## src/rtl/rv_ctrl_pkg.sv

```systemverilog
// Shared types and encodings for the multi-cycle RV32I controller:
// states, opcode classes, immediate types and datapath select codes.
package rv_ctrl_pkg;

  typedef enum logic [2:0] {
    ST_FETCH  = 3'd0,
    ST_DECODE = 3'd1,
    ST_EXEC   = 3'd2,
    ST_MEM    = 3'd3,
    ST_WB     = 3'd4,
    ST_TRAP   = 3'd5
  } state_t;

  typedef enum logic [2:0] {
    IMM_NONE = 3'd0,
    IMM_I    = 3'd1,
    IMM_S    = 3'd2,
    IMM_B    = 3'd3,
    IMM_U    = 3'd4,
    IMM_J    = 3'd5
  } imm_type_t;

  typedef enum logic [3:0] {
    CL_NONE   = 4'd0,
    CL_LOAD   = 4'd1,
    CL_OPIMM  = 4'd2,
    CL_OP     = 4'd3,
    CL_STORE  = 4'd4,
    CL_BRANCH = 4'd5,
    CL_JAL    = 4'd6,
    CL_JALR   = 4'd7,
    CL_LUI    = 4'd8,
    CL_AUIPC  = 4'd9
  } opclass_t;

  localparam logic [6:0] OPC_LOAD   = 7'b0000011;
  localparam logic [6:0] OPC_OPIMM  = 7'b0010011;
  localparam logic [6:0] OPC_OP     = 7'b0110011;
  localparam logic [6:0] OPC_STORE  = 7'b0100011;
  localparam logic [6:0] OPC_BRANCH = 7'b1100011;
  localparam logic [6:0] OPC_JAL    = 7'b1101111;
  localparam logic [6:0] OPC_JALR   = 7'b1100111;
  localparam logic [6:0] OPC_LUI    = 7'b0110111;
  localparam logic [6:0] OPC_AUIPC  = 7'b0010111;

  localparam logic [1:0] PC_PLUS4  = 2'd0;
  localparam logic [1:0] PC_REL    = 2'd1;
  localparam logic [1:0] PC_JALR   = 2'd2;

  localparam logic [1:0] SRCA_RS1  = 2'd0;
  localparam logic [1:0] SRCA_PC   = 2'd1;
  localparam logic [1:0] SRCA_ZERO = 2'd2;
  localparam logic       SRCB_RS2  = 1'b0;
  localparam logic       SRCB_IMM  = 1'b1;

  localparam logic [1:0] WB_ALU    = 2'd0;
  localparam logic [1:0] WB_MEM    = 2'd1;
  localparam logic [1:0] WB_PC4    = 2'd2;

  localparam logic [1:0] TRAP_NONE    = 2'd0;
  localparam logic [1:0] TRAP_ILLEGAL = 2'd1;
  localparam logic [1:0] TRAP_TIMEOUT = 2'd2;

  function automatic imm_type_t class_imm(input opclass_t c);
    case (c)
      CL_LOAD, CL_OPIMM, CL_JALR: class_imm = IMM_I;
      CL_STORE:                   class_imm = IMM_S;
      CL_BRANCH:                  class_imm = IMM_B;
      CL_LUI, CL_AUIPC:           class_imm = IMM_U;
      CL_JAL:                     class_imm = IMM_J;
      default:                    class_imm = IMM_NONE;
    endcase
  endfunction

endpackage

```

## src/rtl/rv_opcode_dec.sv

```systemverilog
// Combinational RV32I major-opcode classifier: opcode -> class, immediate type, legal.
module rv_opcode_dec
  import rv_ctrl_pkg::*;
(
  input  logic [6:0] opcode,
  output opclass_t   opclass,
  output imm_type_t  imm_type,
  output logic       legal
);

  always_comb begin
    opclass = CL_NONE;
    legal   = 1'b1;
    case (opcode)
      OPC_LOAD:   opclass = CL_LOAD;
      OPC_OPIMM:  opclass = CL_OPIMM;
      OPC_OP:     opclass = CL_OP;
      OPC_STORE:  opclass = CL_STORE;
      OPC_BRANCH: opclass = CL_BRANCH;
      OPC_JAL:    opclass = CL_JAL;
      OPC_JALR:   opclass = CL_JALR;
      OPC_LUI:    opclass = CL_LUI;
      OPC_AUIPC:  opclass = CL_AUIPC;
      default:    legal   = 1'b0;
    endcase
    imm_type = class_imm(opclass);
  end

endmodule

```

## src/rtl/rv_mc_ctrl.sv

```systemverilog
// Multi-cycle RV32I main controller (FETCH/DECODE/EXEC/MEM/WB/TRAP).
// Define RV_MC_CTRL_INSTRET_EN to add the 64-bit retired-instruction counter instret_o.
module rv_mc_ctrl
  import rv_ctrl_pkg::*;
#(
  parameter int MEM_TIMEOUT = 0,
  parameter int TIMEOUT_W   = 8
) (
  input  logic        clk,
  input  logic        reset,
  input  logic [31:0] inst_code,
  input  logic        imem_ack,
  input  logic        dmem_ack,
  input  logic        branch_taken,
  output logic        imem_req,
  output logic        ir_we,
  output logic        dmem_req,
  output logic        dmem_we,
  output logic        reg_we,
  output logic        pc_we,
  output logic [1:0]  pc_sel,
  output logic [1:0]  alu_src_a,
  output logic        alu_src_b,
  output logic [1:0]  wb_sel,
  output logic [2:0]  imm_type,
  output logic [2:0]  state_o,
  output logic        halted,
  output logic [1:0]  trap_cause
`ifdef RV_MC_CTRL_INSTRET_EN
  ,
  output logic [63:0] instret_o
`endif
);

  localparam logic [TIMEOUT_W:0] TIMEOUT_LIMIT = (TIMEOUT_W + 1)'(MEM_TIMEOUT);

  state_t               state, state_next;
  opclass_t             cls_q, dec_class;
  imm_type_t            dec_imm;
  logic                 dec_legal;
  logic                 taken_q;
  logic [1:0]           cause_q, cause_next;
  logic [TIMEOUT_W-1:0] wait_cnt, wait_next, wait_inc;
  logic [TIMEOUT_W:0]   cnt_plus;
  logic                 cur_ack, waiting, timeout_hit;
  logic                 imem_req_c, ir_we_c, dmem_req_c, dmem_we_c, reg_we_c, pc_we_c;

  wire unused_inst_bits = ^inst_code[31:7];

  rv_opcode_dec u_dec (
    .opcode   (inst_code[6:0]),
    .opclass  (dec_class),
    .imm_type (dec_imm),
    .legal    (dec_legal)
  );

  // Only the ack matching the request of the current state counts.
  assign cur_ack     = (state == ST_FETCH) ? imem_ack : ((state == ST_MEM) ? dmem_ack : 1'b0);
  assign waiting     = ((state == ST_FETCH) || (state == ST_MEM)) && !cur_ack;
  assign cnt_plus    = {1'b0, wait_cnt} + {{TIMEOUT_W{1'b0}}, 1'b1};
  assign wait_inc    = cnt_plus[TIMEOUT_W] ? wait_cnt : cnt_plus[TIMEOUT_W-1:0];
  assign timeout_hit = (MEM_TIMEOUT != 0) && waiting && (cnt_plus >= TIMEOUT_LIMIT);
  assign wait_next   = (waiting && (state_next == state)) ? wait_inc : '0;

  always_ff @(posedge clk or posedge reset) begin
    if (reset) state <= ST_FETCH;
    else       state <= state_next;
  end

  always_ff @(posedge clk or posedge reset) begin
    if (reset) begin
      cls_q    <= CL_NONE;
      taken_q  <= 1'b0;
      cause_q  <= TRAP_NONE;
      wait_cnt <= '0;
    end else begin
      if (state == ST_DECODE) cls_q <= dec_class;
      if (state == ST_EXEC)   taken_q <= (cls_q == CL_BRANCH) && branch_taken;
      cause_q  <= cause_next;
      wait_cnt <= wait_next;
    end
  end

  always_comb begin
    state_next = state;
    cause_next = cause_q;
    imem_req_c = 1'b0;
    ir_we_c    = 1'b0;
    dmem_req_c = 1'b0;
    dmem_we_c  = 1'b0;
    reg_we_c   = 1'b0;
    pc_we_c    = 1'b0;
    pc_sel     = PC_PLUS4;
    alu_src_a  = SRCA_RS1;
    alu_src_b  = SRCB_RS2;
    wb_sel     = WB_ALU;
    imm_type   = IMM_NONE;
    case (state)
      ST_FETCH: begin
        imem_req_c = 1'b1;
        ir_we_c    = imem_ack;
        if (imem_ack) state_next = ST_DECODE;
        else if (timeout_hit) begin
          state_next = ST_TRAP;
          cause_next = TRAP_TIMEOUT;
        end
      end
      ST_DECODE: begin
        imm_type = dec_imm;
        if (dec_legal) state_next = ST_EXEC;
        else begin
          state_next = ST_TRAP;
          cause_next = TRAP_ILLEGAL;
        end
      end
      ST_EXEC: begin
        imm_type = class_imm(cls_q);
        case (cls_q)
          CL_JAL, CL_AUIPC: begin alu_src_a = SRCA_PC;   alu_src_b = SRCB_IMM; end
          CL_LUI:           begin alu_src_a = SRCA_ZERO; alu_src_b = SRCB_IMM; end
          CL_OP, CL_BRANCH: begin alu_src_a = SRCA_RS1;  alu_src_b = SRCB_RS2; end
          default:          begin alu_src_a = SRCA_RS1;  alu_src_b = SRCB_IMM; end
        endcase
        state_next = ((cls_q == CL_LOAD) || (cls_q == CL_STORE)) ? ST_MEM : ST_WB;
      end
      ST_MEM: begin
        imm_type   = class_imm(cls_q);
        dmem_req_c = 1'b1;
        dmem_we_c  = (cls_q == CL_STORE);
        if (dmem_ack) begin
          if (cls_q == CL_STORE) begin
            pc_we_c    = 1'b1;
            state_next = ST_FETCH;
          end else begin
            state_next = ST_WB;
          end
        end else if (timeout_hit) begin
          state_next = ST_TRAP;
          cause_next = TRAP_TIMEOUT;
        end
      end
      ST_WB: begin
        imm_type   = class_imm(cls_q);
        pc_we_c    = 1'b1;
        reg_we_c   = (cls_q != CL_BRANCH);
        if ((cls_q == CL_JAL) || (cls_q == CL_JALR)) wb_sel = WB_PC4;
        else if (cls_q == CL_LOAD)                   wb_sel = WB_MEM;
        if (cls_q == CL_JALR)                                      pc_sel = PC_JALR;
        else if ((cls_q == CL_JAL) || (cls_q == CL_BRANCH && taken_q)) pc_sel = PC_REL;
        state_next = ST_FETCH;
      end
      ST_TRAP: state_next = ST_TRAP;
      default: state_next = ST_FETCH;
    endcase
  end

  // Hold every enable low while reset is asserted, even though the state already reads FETCH.
  assign imem_req   = imem_req_c & ~reset;
  assign ir_we      = ir_we_c    & ~reset;
  assign dmem_req   = dmem_req_c & ~reset;
  assign dmem_we    = dmem_we_c  & ~reset;
  assign reg_we     = reg_we_c   & ~reset;
  assign pc_we      = pc_we_c    & ~reset;
  assign state_o    = state;
  assign halted     = (state == ST_TRAP);
  assign trap_cause = cause_q;

`ifdef RV_MC_CTRL_INSTRET_EN
  logic [63:0] instret_q;

  always_ff @(posedge clk or posedge reset) begin
    if (reset)        instret_q <= 64'd0;
    else if (pc_we_c) instret_q <= instret_q + 64'd1;
  end

  assign instret_o = instret_q;
`endif

endmodule

```

## config.mk

```make
export PLATFORM = sky130hd
export DESIGN_NAME = rv_mc_ctrl
export DESIGN_NICKNAME = d
export VERILOG_FILES = /design/src/rtl/rv_ctrl_pkg.sv /design/src/rtl/rv_opcode_dec.sv /design/src/rtl/rv_mc_ctrl.sv
export SDC_FILE = /design/constraint.sdc
export NUM_CORES = 1
export LEC_CHECK = 0
export BUFFER_PORTS_ARGS = -buffer_cell sky130_fd_sc_hd__buf_2
export CORE_UTILIZATION = 25
export DETAILED_ROUTE_END_ITERATION = 8
export GPL_ROUTABILITY_DRIVEN = 0
export PLACE_DENSITY = 0.54
export SLEW_MARGIN = 10
export SYNTH_ARGS = -nofsm -noshare
export SYNTH_HDL_FRONTEND = slang
export SYNTH_SLANG_ARGS = --single-unit
```

## constraint.sdc

```tcl
create_clock -name clk -period 2.2 [get_ports clk]
set_input_delay 0.44 -clock clk [delete_from_list [all_inputs] [get_ports clk]]
set_output_delay 0.44 -clock clk [all_outputs]
set_load 0.05 [all_outputs]
```

### After elaboration in Yosys (flattened, before gate mapping)

Memories as Yosys holds them, arrays and structs flattened.
Cells that the tools add are included.

| storage, ports and cells | value |
|---|---|
| register bits after elaboration | 9 |
| memory bits (read-only) | 192 |
| input bits | 37 |
| logic and storage cells | 79 |
| memories | 4 |

| cells by class | value |
|---|---|
| equality and inequality tests | 25 |
| muxes and demuxes | 27 |
| bitwise operators | 8 |
| reduce and logical (&&, ||, !) cells | 11 |

Memory list:

| memory | words | width | rd ports | clocked after Yosys merged registers in | wr ports | RTL line | RTL |
|---|---|---|---|---|---|---|---|
| (name not given) | 16 | 3 | 1 | 0 | 0 | rv_ctrl_pkg.sv:65 | `case (c)` |
| (name not given) | 16 | 3 | 1 | 0 | 0 | rv_ctrl_pkg.sv:65 |  |
| (name not given) | 16 | 3 | 1 | 0 | 0 | rv_ctrl_pkg.sv:65 |  |
| (name not given) | 16 | 3 | 1 | 0 | 0 | rv_ctrl_pkg.sv:65 |  |

Operators with widths:

| cell | number |
|---|---|
| $pmux W4 S9 | 1 |
| $eq A7 B6 Y1 const B | 3 |
| $eq A7 B7 Y1 const B | 3 |
| $eq A4 B3 Y1 const B | 4 |
| $mux W3 | 5 |
| $pmux W3 S5 | 1 |
| $eq A7 B5 Y1 const B | 2 |
| $mux W1 | 12 |
| $pmux W3 S4 | 1 |
| $mux W2 | 5 |
| $reduce_or A9 Y1 | 1 |
| $eq A4 B4 Y1 const B | 2 |
| $eq A7 B2 Y1 const B | 1 |
| $and A1 B1 Y1 | 6 |
| $eq A3 B2 Y1 const B | 2 |
| $eq A3 B3 Y1 const B | 2 |
| $eq A4 B1 Y1 const B | 1 |
| $eq A4 B2 Y1 const B | 1 |
| $ne A2 B2 Y1 const B | 2 |
| $ne A4 B3 Y1 const B | 1 |
| $pmux W2 S2 | 1 |
| $reduce_and A2 Y1 | 2 |
| $reduce_or A2 Y1 | 2 |
| $eq A3 B1 Y1 const B | 1 |
| 5 further kinds | 9 |

### Depth between registers and ports, before layout

Gate-level depths: netlist of the first run.

| logic depth | value |
|---|---|
| depth after elaboration | 6 |
| depth in mapped cells | 8 |

### Cells and area by module

From an unflattened synthesis of the first run, not the netlist that was laid out.

| unflattened totals | value |
|---|---|
| cell total of the unflattened synthesis | 139 |
| area total of the unflattened synthesis | 1116.1 sq um |

By module, submodules not included:

| module | times used | cells each | area an instance (sq um) | sequential area each (sq um) |
|---|---|---|---|---|
| rv_mc_ctrl | 1 | 107 | 888.4 | 225.2 |
| rv_opcode_dec | 1 | 32 | 227.7 | 0.0 |

### Worst setup path before layout of the first run

No wires, ideal clock.

| path | value |
|---|---|
| path kind | reg2out |
| start | register state[0] (netlist: state_o[0]) |
| end | output port ir_we |
| arrival time | 2.958 ns |
| path slack | -1.198 ns |
| cell stages (with the launch flop) | 4 |
| path through | dfrtp_1 -> buf_2 -> nor4_1 -> and2_1 |

| on the way | value |
|---|---|
| cells in the longest elaborated chain, start to end | 3 |

RTL lines:

| element | RTL line | RTL |
|---|---|---|
| start, declared | rv_mc_ctrl.sv:37 | `state_t state, state_next;` |
| start signal, assigned | rv_mc_ctrl.sv:67 | `else state <= state_next;` |
| $logic_not A3 Y1 | rv_mc_ctrl.sv:98 | `case (state)` |
| $mux W1 | rv_mc_ctrl.sv:98 |  |
| $and A1 B1 Y1 | rv_mc_ctrl.sv:159 | `assign ir_we = ir_we_c & ~reset;` |
| end, declared | rv_mc_ctrl.sv:16 | `output logic ir_we,` |

No other way between the ends.

### Final worst setup path of the first run

| path | value |
|---|---|
| start | input port inst_code[4] |
| end | output port imm_type[0] |

| on the way | value |
|---|---|
| cells in the longest elaborated chain, start to end | 4 |

RTL lines:

| element | RTL line | RTL |
|---|---|---|
| start, declared | rv_mc_ctrl.sv:11 | `input logic [31:0] inst_code,` |
| $eq A7 B5 Y1 (tied with other cells) | rv_opcode_dec.sv:14 | `case (opcode)` |
| $pmux W4 S9 * | rv_opcode_dec.sv:14 |  |
| $mem_v2 Z16 W3 * | -- |  |
| $pmux W3 S4 * | rv_mc_ctrl.sv:98 |  |
| end, declared | rv_mc_ctrl.sv:25 | `output logic [2:0] imm_type,` |

Every way passes the cells marked *; elsewhere a longest branch is shown, timed or not.

==> metrics.md, run 1 <==
| Metric | Value |
|---|---|
| Clk_lat worst skew | 0.23 ns |
| Sequential area share after synthesis | 24.0% |
| Fin crit period | 2.25 ns |
| Post-cts hold buffer count | 0 |
| CTS max path bufs | 2 |
| Ant. Diodes | 0 |
| Endpoint type of the worst setup path | primary output |
| Cell area after synthesis | 937 µm² |
| Area grow syn2layout | 66.9% |
| Routed WL | 2.53 mm |
| Critical-path cell list | buf_6 > buf_6 > nand2b_4 > a211oi_2 > o21ai_2 > ha_1 > nand2_1 > a31o_4 > buf_8 |
| Initial antenna violation count | 0 |
| Cell Area, Placed | 0.00139 mm² |
| Pin count of the biggest net entering global routing | 12 |
| Total of max-cap violations | 0 |
| Root Driver | clkbuf_8 |
| EDFF count, synth | 0 |
| Peak supply drop | 0.000294 V |
| HPWL after DPL | 1.98 mm |
| Setup CP Type | primary input to primary output |
| Core Region | 0.00347 mm² |
| Skew final | 0.00102 ns |
| Final period util | 102% |
| Initial DRC count | 14 |
| WL per Instance | 11.4 µm |
| Post-Syn Nets | 165 |
| Via count | 1051 |
| Number of port buffers | 32 |
| Avg Cell Area, Syn | 7.68 µm² |
| Nets@finish | 220 |
| Static Leak | 0.664 nW |
| Die area | 0.00400 mm² |
| Post-synth ARST share | 100% |
| Setup violators final | 1 |
| Clock-pin slew on the worst setup and hold paths | 0.05 ns |
| Worst Hold Class | primary input to async pin |
| Grt ovf | 0 |
| CTS tree | done |
| TritonCTS buffer count | 3 |
| Post-route ant nets | 0 |
| Slowest-stage cell, CP | ha_1 |
| Post-synth top flop | dfrtp_1 |
| Crit path top cell by count | buf_6 |
| Yosys reg bits | 9 |
| Height of the die | 63.2 µm |
| RSZ-0062 raised after global routing | true |
| First-pass GRT wire length | 4.22 mm |
| Fillers | 369 |
| Layout cells sized above 1 | 53.4% |
| CP arrival | 1.81 ns |
| Failing checks | setup timing |
| Vias/cell | 4.73 |
| Status | complete, but fails checks |
| Pre-CTS setup slack | -0.269 ns |
| Die width | 63.2 µm |
| Slowest stage delay, CP | 0.27 ns |
| Setup ws final | -0.0450 ns |
| Initial Util | 27.0% |
| Syn. warnings | 0 |
| Final instance area | 0.00156 mm² |
| Drc violations | 0 |
| Hold Fails Final Rpt | 0 |
| # IOs | 59 |
| Fmax | 445 MHz |
| CP required | 1.76 ns |
| GRT Overall Usage | 13.0% |
| Library cells used by synthesis | 45 |
| Max-slew violation count | 0 |
| Clk sinks | 9 |
| Fin cells | 222 |
| H-tree depth | 1 |
| Row cnt | 21 |
| DRT Pass-1 Iters | 4 |
| Dpl cells | 215 |
| Pwr/cell area | 852 mW/mm² |
| CP startpoint kind | primary input |
| Crit-path max FO | 4 |
| Syn Inst Count | 122 |
| Vias in the first global route | 1017 |
[flip-flops by register name, summed over array words and instances, names as in the netlist]
| name | flops |
|---|---|
| trap_cause | 1 |
| state_o | 3 |
| cls_q | 4 |
| taken_q | 1 |
[where the power goes]
group          switching, W  total (W)  internal (W)
logic              0.000523   0.000854      0.000331
registers         0.0000728   0.000282      0.000210
clock network     0.0000699   0.000197      0.000127
[per-stage QoR]
| stage | utilization (%) | total power, W | setup TNS (ns) | hold slack, ns |
|---|---|---|---|---|
| floorplan | - | 0.000846 | -0.186 | 0.268 |
| global placement | 40.0 | 0.00107 | -0.521 | 0.440 |
| detailed placement | 40.0 | 0.00108 | -0.569 | 0.446 |
| CTS | 44.0 | 0.00131 | -0.0513 | 0.313 |
| global route | 45.1 | 0.00142 | -0.133 | 0.330 |
| finish | 45.1 | 0.00133 | -0.0450 | 0.297 |
[area by class of cell]
type	count	area, µm²	area share (%)
timing repair buffer	57	404	25.8
multi-input combinational	100	806	51.5
sequential	9	229	14.6
inverter	6	22.5	1.44
tap	46	57.6	3.68
clock buffer	4	45.0	2.88
[critical path, delay by kind of cell]
family                   cells  cell delay, ns
adder cells (fa/ha/maj)      1            0.27
AND/OR/NAND/NOR              2            0.20
AO/OA/AOI/OAI                3            0.54
buffers and inverters        3            0.34
[layout by cell type (no fill, tap or decap), drive strengths merged, types with 2 or more instances in the layout]
cell    netlist  layout
nor3          4       4
dfrtp         9       9
and2          3       3
a21oi         6       6
nor2b         5       5
inv           6       6
buf           6      56
nor2         12      12
or3           2       2
a31o          2       2
o21ai        11      11
nand3b        3       3
nand2        14      14
clkbuf        1       5
nor3b         3       3
ha            6       6
nor4          3       3
a211oi        3       3
nand2b        5       5
[Yosys cell counts, drive strengths merged, types with 3 or more instances]
library cell | number | area [µm²]
a211oi | 3 | 27.5
a21oi | 6 | 30.0
and2 | 3 | 18.8
buf | 6 | 38.8
dfrtp | 9 | 225
ha | 6 | 75.1
inv | 6 | 22.5
nand2 | 14 | 52.6
nand2b | 5 | 46.3
nand3b | 3 | 22.5
nor2 | 12 | 47.6
nor2b | 5 | 31.3
nor3 | 4 | 20.0
nor3b | 3 | 22.5
nor4 | 3 | 18.8
o21ai | 11 | 55.1
[logic make-up (layout without fill, tap and decap cells)]
kind of cell	count (synthesis)	in the layout	synth area share (%)
flip-flops	9	9	24.0
AO/OA/AOI/OAI	30	30	21.2
AND/OR/NAND/NOR	60	60	36.2
adder cells (fa/ha/maj)	6	6	8.01
XOR/XNOR	1	1	0.935
multiplexers	2	2	2.27
other	1	1	0.400
buffers and inverters	13	67	6.94
[per-layer routing]
layer | vias to the layer above | global-route usage, % | wire length [µm]
li1 | 538 | - | -
met1 | 485 | 13.9 | 1120
met2 | 26 | 25.3 | 1290
met3 | 2 | 3.44 | 108
met4 | 0 | 2.56 | 12
met5 | - | 0 | 0
[path summary, 6_finish.rpt]
check | startpoint | endpoint | slack [ns] | cells past startpoint
max in group asynchronous | reset | cls_q[1] | 1.60 | 2
min in group clk | trap_cause[0] | trap_cause[0] | 0.45 | 1
hold / removal | reset | taken_q | 0.30 | 2
setup reg to reg | cls_q[1] | state_o[0] | 0.47 | 6
setup / recovery | inst_code[4] | imm_type[0] | -0.05 | 9
hold reg to reg | trap_cause[0] | trap_cause[0] | 0.45 | 1
[timing repair]
action / 4_1_cts / 5_1_grt
setup buffers: 3 / 0
resized for setup: 19 / 12
pin swaps: 8 / 1
setup endpoints to repair: 5 / 10
Power figures use the tool's default switching activity.
==> inputs of run 2 (changes only) <==
==> constraint.sdc (replaced) <==
create_clock -name clk -period 2.2 [get_ports clk]
set_input_delay 0.44 -clock clk [delete_from_list [all_inputs] [get_ports clk]]
set_output_delay 0.44 -clock clk [all_outputs]
set_load 0.1 [all_outputs]
==> metrics.md, run 2 (synthesized netlist as in run 1, its figures left out) <==
| Metric | Value |
|---|---|
| Status | complete, but fails checks (unchanged) |
| Failing checks | setup timing (unchanged) |
| Worst Hold Class | primary input to async pin (unchanged) |
| Skew final | 0.00628 ns (was 0.00102 ns) |
| CP startpoint kind | primary input (unchanged) |
| Gate power share | 70.6% (was 64.1%) |
| Final period util | 102% (about the same) |
| TritonCTS buffer count | 3 (unchanged) |
| Setup ws final | -0.0418 ns (was -0.0450 ns) |
| CTS tree | done (unchanged) |
| Initial antenna violation count | 0 (unchanged) |
| Root Driver | clkbuf_8 (unchanged) |
| Setup violators final | 1 (unchanged) |
| Sequential power share | 17.3% (was 21.2%) |
| First-pass GRT wire length | 4.91 mm (was 4.22 mm) |
| Int Pwr | 0.000747 W (was 0.000668 W) |
| Pin count of the biggest net entering global routing | 12 (unchanged) |
| Clock-pin slew on the worst setup and hold paths | 0.05 ns (about the same) |
| DRT Pass-1 Iters | 4 (unchanged) |
| GRT Overall Usage | 15.6% (was 13.0%) |
| Crit-path max FO | 4 (unchanged) |
| Crit path top cell by count | o21ai_2 (was buf_6) |
| Drc violations | 0 (unchanged) |
| Row cnt | 21 (unchanged) |
| Height of the die | 63.2 µm (unchanged) |
| Routed WL | 2.90 mm (was 2.53 mm) |
| Setup CP Type | primary input to primary output (unchanged) |
| Via count | 1066 (was 1051) |
| Hold_ws | 0.308 ns (was 0.297 ns) |
| WL per Instance | 13.2 µm (was 11.4 µm) |
| Fmax | 446 MHz (was 445 MHz) |
| CP arrival | 1.80 ns (was 1.81 ns) |
| Hold Fails Final Rpt | 0 (unchanged) |
| Pre-CTS setup slack | -0.173 ns (was -0.269 ns) |
| Max reg flops | 4 (unchanged) |
| Post-cts hold buffer count | 0 (unchanged) |
| Number of port buffers | 32 (unchanged) |
| Slowest stage delay, CP | 0.37 ns (was 0.27 ns) |
| Die area | 0.00400 mm² (unchanged) |
| Core Region | 0.00347 mm² (unchanged) |
| Clock share of power | 12.1% (was 14.7%) |
| H-tree depth | 1 (unchanged) |
| Commonest cells after routing, fill and taps aside | 20 x buf_4, 15 x buf_12, 13 x buf_2 (was 25 x buf_4, 23 x buf_2, 14 x nand2_1) |
| HPWL after DPL | 2.34 mm (was 1.98 mm) |
| Top reg by flops | cls_q (unchanged) |
| Most common cell after layout, fill and taps aside | buf_4 (unchanged) |
| Switching part of the total | 55.6% (was 49.9%) |
| CTS max path bufs | 2 (unchanged) |
| Initial Util | 27.0% (unchanged) |
| Die width | 63.2 µm (unchanged) |
| Clk sinks | 9 (unchanged) |
| CP required | 1.76 ns (about the same) |
| Nets@finish | 218 (was 220) |
| Vias/cell | 4.85 (was 4.73) |
| Layout cells sized above 1 | 61.5% (was 53.4%) |
| Slowest-stage cell, CP | or3_4 (was ha_1) |
| Pwr/cell area | 892 mW/mm² (was 852 mW/mm²) |
| Grt ovf | 0 (unchanged) |
| Area grow syn2layout | 101% (was 66.9%) |
| Total of max-cap violations | 0 (unchanged) |
| Post-route ant nets | 0 (unchanged) |
| RSZ-0062 raised after global routing | true (unchanged) |
| Peak supply drop | 0.000251 V (was 0.000294 V) |
| Ant. Diodes | 0 (unchanged) |
| Initial DRC count | 17 (was 14) |
| Critical-path cell list | buf_6 > or3_4 > o21ai_2 > o21ai_2 > ha_4 > nand2_2 > a31o_4 > buf_12 (was buf_6 > buf_6 > nand2b_4 > a211oi_2 > o21ai_2 > ha_1 > nand2_1 > a31o_4 > buf_8) |
| Fin crit period | 2.24 ns (was 2.25 ns) |
| Clk_lat worst skew | 0.24 ns (was 0.23 ns) |
| # IOs | 59 (unchanged) |
| Endpoint type of the worst setup path | primary output (unchanged) |
| Switch Pwr | 0.000936 W (was 0.000666 W) |
| Max-slew violation count | 0 (unchanged) |
| Static Leak | 0.711 nW (was 0.664 nW) |
| Vias in the first global route | 1085 (was 1017) |
==> run 2: metrics by stage <==
step	setup TNS [ns]	total power, W	cells	utilization (%)	area [µm²]
2_1_floorplan	-2.23	0.00111	122	-	1120
3_3_place_gp	-0.246	0.00141	215	48.4	1680
3_5_place_dp	-0.295	0.00142	215	48.4	1680
4_1_cts	-0.0723	0.00164	219	51.9	1800
5_1_grt	-0.135	0.00177	220	54.4	1890
6_report	-0.0418	0.00168	220	54.4	1890
==> run 2: what timing repair did <==
| action | CTS | global route |
|---|---|---|
| pin swaps | 12 | 10 |
| resized for setup | 16 | 20 |
| setup endpoints to repair | 4 | 8 |
| hold endpoints to repair | 0 | 0 |
| setup buffers | 0 | 1 |
==> run 2: metal layers <==
layer	part of all wire, %	up-vias	track usage, %
met4	1.3	0	5.11
met5	0	-	0
met2	54	31	29.0
met1	41	494	17.6
met3	3.9	5	2.72
li1	-	536	-
==> run 2: area by class of cell <==
cell class,count,area [µm²]
inverters,6,25.0
repair buffers,55,602
flip-flops and latches,9,238
well taps,46,57.6
clock buffers,4,45.0
multi-input cells,100,920
fillers,321,1580
==> run 2: power by group through the flow <==
stage	Sequential, W	Clock (W)	Combinational [W]
6_report	0.000292	0.000204	0.00119
5_1_grt	0.000302	0.000218	0.00125
4_1_cts	0.000287	0.000204	0.00115
3_5_place_dp	0.000288	0	0.00114
3_3_place_gp	0.000283	0	0.00112
2_1_floorplan	0.000417	0	0.000696
==> run 2: worst paths after layout <==
check / cells past startpoint / start / to / slack, ns
setup / recovery: 8 / inst_code[2] / imm_type[0] / -0.04
hold / removal: 2 / reset / taken_q / 0.31
setup reg to reg: 7 / cls_q[1] / state_o[0] / 0.51
hold reg to reg: 1 / trap_cause[0] / trap_cause[0] / 0.46
min in group clk: 1 / trap_cause[0] / trap_cause[0] / 0.46
max in group asynchronous: 2 / reset / state_o[0] / 1.56
==> run 2: critical path: cells and delay by family <==
kind	cells	cell delay, ns
fa+ha+maj	1	0.27
compound gates	3	0.41
buf+inv	2	0.26
simple gates	2	0.42
==> inputs of run 3 (changes only) <==
--- a/config.mk
+++ b/config.mk
@@ -10,6 +10,7 @@
 export DETAILED_ROUTE_END_ITERATION = 8
 export GPL_ROUTABILITY_DRIVEN = 0
 export PLACE_DENSITY = 0.54
+export SKIP_LAST_GASP = 1
 export SLEW_MARGIN = 10
 export SYNTH_ARGS = -nofsm -noshare
 export SYNTH_HDL_FRONTEND = slang
==> metrics.md, run 3 (synthesized netlist as in run 1, its figures left out) <==
| Metric | Value |
|---|---|
| Status | complete, but fails checks (unchanged) |
| Failing checks | setup timing (unchanged) |
| Pwr/cell area | 889 mW/mm² (was 892 mW/mm²) |
| Number of port buffers | 32 (unchanged) |
| CP required | 1.76 ns (about the same) |
| TritonCTS buffer count | 3 (unchanged) |
| Vias/cell | 4.85 (unchanged) |
| Final instance area | 0.00188 mm² (was 0.00189 mm²) |
| Nets@finish | 218 (unchanged) |
| Max-slew violation count | 0 (unchanged) |
| Crit path buffers/inverters | 2 (unchanged) |
| Clock-pin slew on the worst setup and hold paths | 0.05 ns (about the same) |
| Reg area | 238 µm² (unchanged) |
| Endpoint type of the worst setup path | primary output (unchanged) |
| R2R depth | 7 (unchanged) |
| DRT Pass-1 Iters | 4 (unchanged) |
| Drc violations | 0 (unchanged) |
| CP startpoint kind | primary input (unchanged) |
| Commonest cells after routing, fill and taps aside | 20 x buf_4, 15 x buf_12, 13 x buf_2 (unchanged) |
| Max reg flops | 4 (unchanged) |
| Gate power share | 70.6% (about the same) |
| Initial Util | 27.0% (unchanged) |
| CP arrival | 1.80 ns (about the same) |
| Clock share of power | 12.2% (was 12.1%) |
| Static Leak | 0.710 nW (was 0.711 nW) |
| Hold_ws | 0.308 ns (about the same) |
| Dpl cells | 215 (unchanged) |
| Total of max-cap violations | 0 (unchanged) |
| Core Region | 0.00347 mm² (unchanged) |
| Most common cell after layout, fill and taps aside | buf_4 (unchanged) |
| Height of the die | 63.2 µm (unchanged) |
| Via count | 1066 (unchanged) |
| CTS tree | done (unchanged) |
| Worst Hold Class | primary input to async pin (unchanged) |
| Skew final | 0.00642 ns (was 0.00628 ns) |
| H-tree depth | 1 (unchanged) |
| Area grow syn2layout | 100% (was 101%) |
| Clk sinks | 9 (unchanged) |
| Sequential power share | 17.2% (was 17.3%) |
| Initial DRC count | 16 (was 17) |
| Slowest-stage cell, CP | or3_4 (unchanged) |
| Critical-path cell list | buf_6 > or3_4 > o21ai_2 > o21ai_2 > ha_4 > nand2_2 > a31o_4 > buf_12 (unchanged) |
| Setup violators final | 1 (unchanged) |
| GRT Overall Usage | 15.6% (unchanged) |
| Final period util | 102% (about the same) |
| Routed WL | 2.90 mm (about the same) |
| Critical path depth in cells | 8 (unchanged) |
| Multi-input logic area | 912 µm² (was 920 µm²) |
| Cell Area, Placed | 0.00168 mm² (unchanged) |
| Initial antenna violation count | 0 (unchanged) |
| WL per Instance | 13.2 µm (about the same) |
| Setup CP Type | primary input to primary output (unchanged) |
| CP top delay family | simple AND/OR/NAND/NOR gates (unchanged) |
| Top reg by flops | cls_q (unchanged) |
| Die area | 0.00400 mm² (unchanged) |
| Peak supply drop | 0.000248 V (was 0.000251 V) |
| Layout cells sized above 1 | 60.9% (was 61.5%) |
| Crit path top cell by count | o21ai_2 (unchanged) |
| Clk_lat worst skew | 0.24 ns (about the same) |
| Post-route ant nets | 0 (unchanged) |
| Vias in the first global route | 1085 (unchanged) |
| Switch Pwr | 0.000930 W (was 0.000936 W) |
| Die width | 63.2 µm (unchanged) |
| Int Pwr | 0.000737 W (was 0.000747 W) |
| RSZ-0062 raised after global routing | true (unchanged) |
| Setup ws final | -0.0414 ns (was -0.0418 ns) |
| Slowest stage delay, CP | 0.37 ns (about the same) |
| Fillers | 322 (was 321) |
| Fmax | 446 MHz (about the same) |
| Grt ovf | 0 (unchanged) |
| Fin cells | 220 (unchanged) |
| Ant. Diodes | 0 (unchanged) |
| Hold Fails Final Rpt | 0 (unchanged) |
| CTS max path bufs | 2 (unchanged) |
| Switching part of the total | 55.8% (was 55.6%) |
| Row cnt | 21 (unchanged) |
| Pin count of the biggest net entering global routing | 12 (unchanged) |
| Fin crit period | 2.24 ns (about the same) |
| Pwr Total | 0.00167 W (was 0.00168 W) |
| # IOs | 59 (unchanged) |
| HPWL after DPL | 2.34 mm (unchanged) |
| Crit-path max FO | 4 (unchanged) |
| Root Driver | clkbuf_8 (unchanged) |
| First-pass GRT wire length | 4.91 mm (unchanged) |
==> run 3: cell type report <==
class | count | share of cell area [%]
multi-input combinational | 100 | 48.6
sequential | 9 | 12.7
tap | 46 | 3.07
inverter | 6 | 1.33
timing repair buffer | 55 | 31.9
clock buffer | 4 | 2.40
==> run 3: worst register-to-register path, stage by stage (launching register included) <==
cell	delay, ns
dfrtp_2	0.44
inv_1	0.09
ha_1	0.16
nand2_1	0.10
buf_4	0.17
a211oi_2	0.17
o21ai_0	0.14
a221oi_1	0.32
==> run 3: per-layer routing <==
metal / track usage, % / vias up / part of all wire (%)
li1: - / 536 / -
met3: 2.72 / 5 / 3.9
met2: 29.0 / 31 / 54
met4: 5.11 / 0 / 1.3
met1: 17.6 / 494 / 40
met5: 0 / - / 0
==> run 3: power by group through the flow <==
stage               combinational, W  clock (W)  sequential [W]
global route                 0.00124   0.000218        0.000296
finish                       0.00118   0.000204        0.000286
global placement             0.00112          0        0.000283
detailed placement           0.00114          0        0.000288
CTS                          0.00115   0.000204        0.000287
floorplan                   0.000696          0        0.000417
==> run 3: per-stage QoR <==
stage / setup WS, ns / util, % / TNS, ns
after floorplan: -0.565 / - / -2.23
after global placement: -0.168 / 48.4 / -0.246
after detailed placement: -0.173 / 48.4 / -0.295
after CTS: -0.0424 / 51.9 / -0.0723
after global routing: -0.0839 / 54.1 / -0.151
final: -0.0414 / 54.1 / -0.0414
==> run 3: what timing repair did <==
| item | 4_1_cts | 5_1_grt |
|---|---|---|
| hold endpoints to repair | 0 | 0 |
| gates resized for setup | 16 | 17 |
| cloned | 0 | 0 |
| pin swaps | 12 | 10 |
| hold buffers | 0 | 0 |
| endpoints found under the setup margin | 4 | 8 |
| buffers inserted | 0 | 1 |
==> run 3: path summary, 6_finish.rpt <==
path                                from            end  slack, ns
setup / recovery            inst_code[2]    imm_type[0]      -0.04
hold / removal                     reset        taken_q       0.31
setup reg to reg                cls_q[1]     state_o[0]       0.49
hold reg to reg            trap_cause[0]  trap_cause[0]       0.46
max in group asynchronous          reset     state_o[0]       1.56
min in group clk           trap_cause[0]  trap_cause[0]       0.46
